## src/rtl/tilegame_pkg.sv

```systemverilog
// tilegame_pkg
//   Shared definitions for the tile-game slice: board size, tile index width,
//   clock rate and debounce period, plus the game-mode and in-game state codes
//   used by the game FSM.
package tilegame_pkg;

    localparam int N_TILES       = 10;
    localparam int TILE_IDX_W    = 4;
    localparam int CLK_HZ        = 50_000_000;
    localparam int DEBOUNCE_20MS = CLK_HZ / 50;

    // Top-level game mode
    typedef enum logic [1:0] {
        MODE_IDLE = 2'd0,
        MODE_PLAY = 2'd1,
        MODE_WIN  = 2'd2,
        MODE_QUIT = 2'd3
    } game_mode_e;

    // In-game turn state
    typedef enum logic [1:0] {
        PLAY_WAIT_FIRST  = 2'd0,
        PLAY_WAIT_SECOND = 2'd1,
        PLAY_SHOW        = 2'd2,
        PLAY_CHECK       = 2'd3
    } play_state_e;

endpackage

```

## src/rtl/tile_select_encoder_sel_fifo.sv

```systemverilog
// sel_fifo
//   Small power-of-two FIFO whose head is held in output registers, so the
//   valid/data outputs never depend combinationally on the consumer's ready.
// Ports
//   clk        in   1      clock
//   rst        in   1      asynchronous reset, active-high
//   flush      in   1      synchronous flush; a coincident push is discarded
//   push       in   1      write request
//   push_data  in   WIDTH  write data
//   ready      in   1      consumer ready; pop happens on valid & ready
//   valid      out  1      head entry available
//   head_data  out  WIDTH  head entry, held while valid & !ready
//   ovf        out  1      1-cycle pulse: push dropped because buffer full
module sel_fifo #(
    parameter int DEPTH = 2,
    parameter int WIDTH = 4
) (
    input  logic             clk,
    input  logic             rst,
    input  logic             flush,
    input  logic             push,
    input  logic [WIDTH-1:0] push_data,
    input  logic             ready,
    output logic             valid,
    output logic [WIDTH-1:0] head_data,
    output logic             ovf
);

    localparam int AW = $clog2(DEPTH);
    localparam int CW = AW + 1;

    logic [WIDTH-1:0] mem_r [DEPTH];
    logic [AW-1:0]    rd_ptr_r;
    logic [AW-1:0]    wr_ptr_r;
    logic [AW-1:0]    rd_ptr_s;
    logic [CW-1:0]    count_r;
    logic [CW-1:0]    count_s;
    logic             valid_r;
    logic             ovf_r;
    logic [WIDTH-1:0] head_r;
    logic [WIDTH-1:0] head_s;
    logic             valid_s;
    logic             full_s;
    logic             pop_s;
    logic             wr_s;
    logic             ovf_s;

    // Next occupancy, pointers and head value; when full, a pop frees the slot a push takes
    always_comb begin
        full_s   = (count_r == CW'(DEPTH));
        pop_s    = valid_r & ready & ~flush;
        wr_s     = push & ~flush & (~full_s | pop_s);
        ovf_s    = push & ~flush & full_s & ~pop_s;
        rd_ptr_s = pop_s ? (rd_ptr_r + AW'(1)) : rd_ptr_r;
        count_s  = count_r;
        head_s   = {WIDTH{1'b0}};
        if (flush) begin
            count_s = {CW{1'b0}};
        end else begin
            count_s = count_r + CW'(wr_s) - CW'(pop_s);
        end
        valid_s = (count_s != {CW{1'b0}});
        // The new head may be the entry being written this very cycle
        if (!valid_s) begin
            head_s = {WIDTH{1'b0}};
        end else if (wr_s && (wr_ptr_r == rd_ptr_s)) begin
            head_s = push_data;
        end else begin
            head_s = mem_r[rd_ptr_s];
        end
    end

    // Storage, pointers and registered head/status outputs
    always_ff @(posedge clk or posedge rst) begin
        if (rst) begin
            for (int i = 0; i < DEPTH; i++) begin
                mem_r[i] <= {WIDTH{1'b0}};
            end
            rd_ptr_r <= {AW{1'b0}};
            wr_ptr_r <= {AW{1'b0}};
            count_r  <= {CW{1'b0}};
            valid_r  <= 1'b0;
            head_r   <= {WIDTH{1'b0}};
            ovf_r    <= 1'b0;
        end else begin
            if (flush) begin
                rd_ptr_r <= {AW{1'b0}};
                wr_ptr_r <= {AW{1'b0}};
            end else begin
                rd_ptr_r <= rd_ptr_s;
                if (wr_s) begin
                    mem_r[wr_ptr_r] <= push_data;
                    wr_ptr_r        <= wr_ptr_r + AW'(1);
                end else begin
                    wr_ptr_r <= wr_ptr_r;
                end
            end
            count_r <= count_s;
            valid_r <= valid_s;
            head_r  <= head_s;
            ovf_r   <= ovf_s;
        end
    end

    assign valid     = valid_r;
    assign head_data = head_r;
    assign ovf       = ovf_r;

endmodule

```

## src/rtl/tile_select_encoder.sv

```systemverilog
// tile_select_encoder
//   Producer side of the player tile-select channel. Synchronises and
//   debounces the slide switches, detects single 0->1 flips on unlocked tiles,
//   encodes each accepted flip to a tile index and queues it on a
//   valid/ready channel towards the game FSM.
// Ports
//   CLOCK_50     in   1      system clock
//   resetn       in   1      asynchronous reset, active-high (asserted = 1)
//   sw_raw       in   N_SW   raw switch inputs, asynchronous
//   tile_locked  in   N_SW   1 = tile already matched, flips ignored
//   clear        in   1      synchronous flush of buffered events
//   sel_ready    in   1      consumer ready
//   sel_valid    out  1      event available
//   sel_idx      out  4      tile index of head event
//   sw_stable    out  N_SW   debounced switch levels
//   sel_err      out  1      1-cycle pulse: several flips in one tick, all dropped
//   sel_ovf      out  1      1-cycle pulse: event dropped, buffer full
module tile_select_encoder
    import tilegame_pkg::*;
#(
    parameter int N_SW            = N_TILES,
    parameter int DEBOUNCE_CYCLES = DEBOUNCE_20MS,
    parameter int FIFO_DEPTH      = 2
) (
    input  logic                  CLOCK_50,
    input  logic                  resetn,
    input  logic [N_SW-1:0]       sw_raw,
    input  logic [N_SW-1:0]       tile_locked,
    input  logic                  clear,
    input  logic                  sel_ready,
    output logic                  sel_valid,
    output logic [TILE_IDX_W-1:0] sel_idx,
    output logic [N_SW-1:0]       sw_stable,
    output logic                  sel_err,
    output logic                  sel_ovf
);

    localparam int CNT_W = $clog2(DEBOUNCE_CYCLES);
    localparam int PC_W  = $clog2(N_SW + 1);

    function automatic logic [PC_W-1:0] popcount(input logic [N_SW-1:0] v);
        logic [PC_W-1:0] c;
        c = {PC_W{1'b0}};
        for (int i = 0; i < N_SW; i++) begin
            c = c + PC_W'(v[i]);
        end
        return c;
    endfunction

    // Only meaningful for a one-hot argument
    function automatic logic [TILE_IDX_W-1:0] onehot_to_idx(input logic [N_SW-1:0] v);
        logic [TILE_IDX_W-1:0] idx;
        idx = {TILE_IDX_W{1'b0}};
        for (int i = 0; i < N_SW; i++) begin
            idx = idx | (v[i] ? TILE_IDX_W'(i) : {TILE_IDX_W{1'b0}});
        end
        return idx;
    endfunction

    logic [N_SW-1:0]       sync1_r;
    logic [N_SW-1:0]       sync2_r;
    logic [N_SW-1:0]       sample_r;
    logic [N_SW-1:0]       stable_r;
    logic [N_SW-1:0]       stable_prev_r;
    logic [N_SW-1:0]       rise_r;
    logic [N_SW-1:0]       agree_s;
    logic [N_SW-1:0]       stable_s;
    logic [CNT_W-1:0]      cnt_r;
    logic                  tick_s;
    logic [PC_W-1:0]       rise_cnt_s;
    logic                  push_s;
    logic                  err_s;
    logic [TILE_IDX_W-1:0] push_idx_s;
    logic                  sel_err_r;

    // Sample tick, debounce update rule and flip classification
    always_comb begin
        tick_s     = (cnt_r == CNT_W'(DEBOUNCE_CYCLES - 1));
        // A bit is accepted only when two consecutive tick samples agree
        agree_s    = ~(sync2_r ^ sample_r);
        stable_s   = (sample_r & agree_s) | (stable_r & ~agree_s);
        rise_cnt_s = popcount(rise_r);
        push_s     = (rise_cnt_s == PC_W'(1));
        err_s      = (rise_cnt_s > PC_W'(1));
        push_idx_s = onehot_to_idx(rise_r);
    end

    // Two-flop synchroniser, tick counter, debounce and edge registers
    always_ff @(posedge CLOCK_50 or posedge resetn) begin
        if (resetn) begin
            sync1_r       <= {N_SW{1'b0}};
            sync2_r       <= {N_SW{1'b0}};
            cnt_r         <= {CNT_W{1'b0}};
            sample_r      <= {N_SW{1'b0}};
            stable_r      <= {N_SW{1'b0}};
            stable_prev_r <= {N_SW{1'b0}};
            rise_r        <= {N_SW{1'b0}};
            sel_err_r     <= 1'b0;
        end else begin
            sync1_r <= sw_raw;
            sync2_r <= sync1_r;
            if (tick_s) begin
                cnt_r    <= {CNT_W{1'b0}};
                sample_r <= sync2_r;
                stable_r <= stable_s;
            end else begin
                cnt_r    <= cnt_r + CNT_W'(1);
                sample_r <= sample_r;
                stable_r <= stable_r;
            end
            // stable_prev_r lags stable_r by one cycle, so a rise shows for exactly one cycle
            stable_prev_r <= stable_r;
            rise_r        <= stable_r & ~stable_prev_r & ~tile_locked;
            sel_err_r     <= err_s;
        end
    end

    sel_fifo #(
        .DEPTH (FIFO_DEPTH),
        .WIDTH (TILE_IDX_W)
    ) u_sel_fifo (
        .clk       (CLOCK_50),
        .rst       (resetn),
        .flush     (clear),
        .push      (push_s),
        .push_data (push_idx_s),
        .ready     (sel_ready),
        .valid     (sel_valid),
        .head_data (sel_idx),
        .ovf       (sel_ovf)
    );

    assign sw_stable = stable_r;
    assign sel_err   = sel_err_r;

endmodule
```

## config.mk

```make
export PLATFORM = sky130hd
export DESIGN_NAME = tile_select_encoder
export DESIGN_NICKNAME = d
export VERILOG_FILES = /design/src/rtl/tilegame_pkg.sv /design/src/rtl/tile_select_encoder_sel_fifo.sv /design/src/rtl/tile_select_encoder.sv
export SDC_FILE = /design/constraint.sdc
export NUM_CORES = 1
export LEC_CHECK = 0
export CAP_MARGIN = 40
export CORE_MARGIN = 3
export CORE_UTILIZATION = 50
export CTS_BUF_LIST = sky130_fd_sc_hd__clkbuf_8 sky130_fd_sc_hd__clkbuf_16
export DETAILED_ROUTE_END_ITERATION = 16
export PLACE_DENSITY_LB_ADDON = 0.3
export SYNTH_ARGS = -nofsm -noshare
export SYNTH_HDL_FRONTEND = slang
export SYNTH_SLANG_ARGS = --single-unit
```

## constraint.sdc

```tcl
create_clock -name CLOCK_50 -period 8.59 [get_ports CLOCK_50]
set_clock_uncertainty 0.05 [all_clocks]
set_input_delay 1.2885 -clock CLOCK_50 [delete_from_list [all_inputs] [get_ports CLOCK_50]]
set_output_delay 1.2885 -clock CLOCK_50 [all_outputs]
set_load 0.02 [all_outputs]
```

### After elaboration in Yosys (flattened, before gate mapping)

Index checks and enable logic that the tools add are counted.

| storage, ports and cells | value |
|---|---|
| bits in registers | 99 |
| latch bits | 0 |
| bits in read-only memories | 0 |
| RAM bits | 0 |
| logic and storage cells | 96 |
| memories kept | 0 |

| operators by class | value |
|---|---|
| multiply operators | 0 |
| magnitude comparators | 4 |
| multiplexer cells | 23 |
| bitwise operators | 30 |
| add/subtract/negate cells | 14 |
| divide/modulo/power cells | 0 |
| eq/ne operators | 4 |
| reduce and logical (&&, ||, !) cells | 5 |
| shift operators | 0 |

Operators with widths:

| operator | count |
|---|---|
| AND 10 bit | 4 |
| inverter 10 bit | 4 |
| two-way mux 4 bit | 8 |
| adder 4 x 1 -> 4 bit | 6 |
| adder 20 x 1 -> 20 bit (second input constant) | 1 |
| equality test 20 bit (second input constant) | 1 |
| two-way mux 20 bit | 1 |
| two-way mux 3 bit | 4 |
| OR 10 bit | 1 |
| XOR 10 bit | 1 |
| OR 3 bit | 3 |
| bitwise mux 8 bit | 1 |
| AND 1 bit | 6 |
| two-way mux 2 bit | 3 |
| two-way mux 1 bit | 5 |
| adder 3 x 1 -> 4 bit | 1 |
| demux 4 bit (select 1 bit) | 1 |
| equality test 4 x 1 -> 1 bit (second input constant) | 1 |
| greater-or-equal comparator 2 bit (second input constant) | 2 |
| > comparator 4 x 1 -> 1 bit (second input constant) | 1 |
| inverter 1 -> 2 bit | 2 |
| OR 3 x 4 -> 4 bit | 1 |
| OR 4 bit | 1 |
| nonzero test 2 bit | 2 |
| other kinds (15) | 19 |

### Longest topological paths before layout

| logic depth | value |
|---|---|
| depth after elaboration | 17 |
| depth in mapped cells | 16 |
| gate-level depth less buffers | 16 |

### Hierarchy

Synthesis repeated with hierarchy kept, for this count alone.

| second synthesis, totals | value |
|---|---|
| cells, all modules | 312 |
| area total of the unflattened synthesis | 3976.3 µm² |

By module, submodules not included:

| module | cells each | area each (µm²) | instances |
|---|---|---|---|
| tile_select_encoder | 249 | 3154.3 | 1 |
| sel_fifo | 63 | 822.0 | 1 |

### Worst setup path before layout

OpenSTA, ideal clock, no wires.

| path | value |
|---|---|
| kind | reg2reg |
| start point | reg rise_r[0] |
| end point | reg u_sel_fifo.head_r[0] (netlist: u_sel_fifo.head_data[0]) |
| clock period less this slack | 4275 ps |
| setup slack | 4315 ps |
| setup time | 94 ps |
| buffers on the path | 0 |
| cell stages (with the launch flop) | 17 |
| data arrival time | 4132 ps |
| data required time | 8446 ps |
| cell sequence | dfrtp_1 > fa_1 > inv_1 > fa_1 > fa_1 > inv_1 > ha_1 > inv_1 > fa_1 > a2111oi_4 > o2111ai_2 > nor2_1 > ha_1 > xnor3_1 > o21bai_1 > inv_1 > a211oi_1 |

| on the way | value |
|---|---|
| longest elaborated chain between the ends | 17 |

Ends and longest elaborated chain:

| item | line | source |
|---|---|---|
| start: declaration | tile_select_encoder.sv:65 | `logic [N_SW-1:0] rise_r;` |
| start signal: assignment | tile_select_encoder.sv:97 | `rise_r <= {N_SW{1'b0}};` |
| start signal: assignment | tile_select_encoder.sv:113 | `rise_r <= stable_r & ~stable_prev_r & ~tile_locked;` |
| adder 1 x 1 -> 2 bit | tile_select_encoder.sv:45 | `c = c + PC_W'(v[i]);` |
| adder 2 x 1 -> 3 bit | tile_select_encoder.sv:45 |  |
| adder 3 x 1 -> 4 bit | tile_select_encoder.sv:45 |  |
| adder 4 x 1 -> 4 bit (6 in series) | tile_select_encoder.sv:45 |  |
| equality test 4 x 1 -> 1 bit | tile_select_encoder.sv:83 | `push_s = (rise_cnt_s == PC_W'(1));` |
| AND 1 bit (2 in series) | tile_select_encoder_sel_fifo.sv:52 | `wr_s = push & ~flush & (~full_s \| pop_s);` |
| adder 2 x 1 -> 2 bit | tile_select_encoder_sel_fifo.sv:60 | `count_s = count_r + CW'(wr_s) - CW'(pop_s);` |
| subtractor 2 x 1 -> 2 bit | tile_select_encoder_sel_fifo.sv:60 |  |
| two-way mux 2 bit | tile_select_encoder_sel_fifo.sv:57 | `if (flush) begin` |
| nonzero test 2 bit | tile_select_encoder_sel_fifo.sv:62 | `valid_s = (count_s != {CW{1'b0}});` |
| named net u_sel_fifo.valid_s | tile_select_encoder_sel_fifo.sv:42 | `logic valid_s;` |
| two-way mux 4 bit | tile_select_encoder_sel_fifo.sv:64 | `if (!valid_s) begin` |
| named net u_sel_fifo.head_s[0] | tile_select_encoder_sel_fifo.sv:41 | `logic [WIDTH-1:0] head_s;` |
| end signal: assignment | tile_select_encoder_sel_fifo.sv:83 | `head_r <= {WIDTH{1'b0}};` |
| end signal: assignment | tile_select_encoder_sel_fifo.sv:100 | `head_r <= head_s;` |
| end: declaration | tile_select_encoder_sel_fifo.sv:40 | `logic [WIDTH-1:0] head_r;` |

The timed path passes the listed nets, and every way through them passes these cells.
A chain may end at the register's enable or synchronous reset.

### Final worst setup path

| path | value |
|---|---|
| start point | reg rise_r[0] |
| end point | reg u_sel_fifo.head_r[3] (netlist: u_sel_fifo.head_data[3]) |

Same word-level chain as after synthesis.

==> out/results.txt <==
Post-Layout Inst Area -> 4793 um^2
Post-CTS Hold Fix Bufs -> 0
DR pass1 iterations -> 5
final WL -> 6.927 mm
Critical Path Fanout Max -> 9
Reg-to-Reg Start -> rise_r[0]
Nets -> 399
WL/cell -> 14.71 um
power consumption -> 0.7773 mW
XOR/XNOR Fraction of Synth Area -> 4.000%
CTS root buf -> clkbuf_8
Final ANT Viol Nets -> 0
Critical Path Sink Type -> flip-flop
non-filler cells, final -> 471
CP Data Required Time -> 8800 ps
vias in the first global route -> 2616
die footprint -> 9251 um^2
mapped cell area -> 4066 um^2
die width -> 96.18 um
top cells by area, synth -> dfrtp_1 61%, mux2_2 4.7%, fa_1 3.0%, inv_1 2.8%, xnor2_1 2.4%
GPL Wtd Cong -> 0.8063
end of the critical path -> u_sel_fifo.head_data[3]
post-synth top area share -> 60.92%
CTS tree -> yes
post-synthesis adder-cell area fraction -> 4.492%
setup TNS -> 0 ps
ant diodes -> 0
synthesis-to-finish area growth -> 17.88%
Via density -> 5.367
initial antenna violation count -> 0
post-CTS setup buffers -> 0
part of the cycle the worst path needs -> 53.32%
worst hold path type -> flip-flop to flip-flop
# resized after CTS -> 0
Compound-Gate Fraction of Synth Area -> 7.908%
floorplan core area -> 7807 um^2
Port Buffers -> 40
Post-Place Cells -> 455
R2R Path End -> u_sel_fifo.head_data[3]
crit path time final -> 4580 ps
worst setup path class -> flip-flop to flip-flop
GRT Util Overall -> 17.16%
MaxCap Viol Count -> 0
placed cell areas -> 4599 um^2
status -> finished clean
dominant combinational cell family by area after synthesis -> simple AND/OR/NAND/NOR gates
Via Count -> 2528
Slew HR -> 40.98%
clk buf depth -> 2
Synth Instances -> 318
Yosys reg bits -> 99
mux cell area share after synthesis -> 6.954%
Final HPWL DP -> 5.044 mm
fillcell total -> 625
DRT iter0 DRCs -> 127
crit start category -> flip-flop
Clock Pin Slew Worst Setup and Hold Paths -> 100 ps
beginning of the critical path -> rise_r[0]
Clk Latency, worst-skew pair -> 360 ps
synth unique cells -> 47
Static Leak -> 2.212 nW
final worst slack -> 4010 ps
Worst-Margin Slew -> 882.0 ps
first-pass GRT wire length -> 12.13 mm
Die Height -> 96.18 um
mean area per synthesized cell -> 12.79 um^2
Sink Count -> 99
count of yosys warnings during synthesis -> 0
final hold violations -> 0
share of layout cells above drive strength 1 -> 12.47%
post-synthesis sequential area ratio -> 60.92%
FP Rows -> 32
Hold WS -> 307.8 ps
P per Cell Area -> 162.2 nW/um^2
commonest non-fill, non-tap cell in the layout -> dfrtp_1
IO Count -> 41
most frequent cells in the layout -> 99 x dfrtp_1, 40 x clkdlybuf4s50_1, 29 x inv_1, 17 x mux2_2, 15 x nor2_1
critical path arrival -> 4790 ps
Yosys top cell by area -> dfrtp_1
largest net degree at the start of global routing -> 49
RSZ-0062 raised after global routing -> false
Fmax -> 218.3 MHz
area share of and/or/nand/nor cells after synthesis -> 12.15%
depth of the worst register-to-register path -> 16
DR DRC count -> 0
CTS H-Tree Depth -> 3
Net Count, Synth -> 353
flop2flop setup slack -> 4010 ps
grt total ovfl -> 0
Worst VDD drop -> 0.1494 mV
Initial Util -> 52.08%
CTS buffer count -> 9
Place WS -> 3965 ps
Slew Viols, Final -> 0
Final setup viols -> 0
utilization after layout -> 61.39%
==> how the worst min path moves through the flow <==
stage                from          to  slack (ps)  depth (start not counted)
2_1_floorplan  sync1_r[0]  sync2_r[0]         280                          0
3_3_place_gp   sync1_r[8]  sync2_r[8]         280                          0
3_5_place_dp   sync1_r[8]  sync2_r[8]         280                          0
4_1_cts        sync1_r[8]  sync2_r[8]         310                          0
5_1_grt        sync1_r[8]  sync2_r[8]         320                          0
6_report       sync1_r[8]  sync2_r[8]         310                          0
==> where the power goes <==
group	switching [mW]	leakage [nW]	internal, mW
logic	0.0115	0.794	0.0112
clock network	0.170	0.0951	0.113
registers	0.00171	1.32	0.470
==> Yosys cell counts (all sizes together) <==
cell     instances
dfrtp           99
inv             30
mux2            18
nor2            16
nand2           12
a21oi           11
nor3b           11
o31ai           11
xnor2           11
a31oi           10
mux2i            8
nor4             8
nand3            7
fa               6
nor3             6
and3             5
ha               5
nand4            5
xor2             5
a211oi           4
clkbuf           4
o21ai            4
buf              3
or4              3
and3b            2
nor2b            2
o21bai           2
a2111oi          1
a32o             1
and2             1
and4             1
nand2b           1
nand4bb          1
nor4b            1
o2111ai          1
or3              1
xnor3            1
==> cell type report <==
| type | count | area (um^2) | area share (%) |
|---|---|---|---|
| clock buffer | 9 | 123.9 | 2.584 |
| clock inverter | 7 | 70.07 | 1.462 |
| inverter | 30 | 115.1 | 2.401 |
| multi-input combinational | 182 | 1444 | 30.12 |
| sequential | 99 | 2477 | 51.68 |
| tap | 102 | 127.6 | 2.662 |
| timing repair buffer | 42 | 435.4 | 9.084 |
==> cells by family (layout without fill, tap and decap cells) <==
| kind of cell | Yosys count | count (layout) |
|---|---|---|
| simple gates | 83 | 83 |
| fa+ha+maj | 11 | 11 |
| xor+xnor | 17 | 17 |
| buf+inv | 37 | 88 |
| mux | 26 | 26 |
| compound gates | 45 | 45 |
| flops | 99 | 99 |
==> critical path, stage by stage (launching register included) <==
cell and delay [ps]:
dfrtp_1 400, fa_1 530, inv_1 50, fa_1 520
fa_1 420, inv_1 70, ha_1 190, inv_1 70
fa_1 410, a2111oi_4 370, o2111ai_2 310, nor2_1 230
ha_1 180, xnor3_1 220, o21bai_1 170, inv_1 100
a211oi_1 190
==> routing by layer <==
metal / global-route usage (%) / share of wire, % / routed length (um)
met3: 2.971 / 3.5 / 245
met4: 6.043 / 1.3 / 91
met5: 0 / 0 / 0
met2: 29.50 / 51 / 3510
met1: 21.82 / 44 / 3080
No activity file was read; power rests on OpenSTA's default activity.
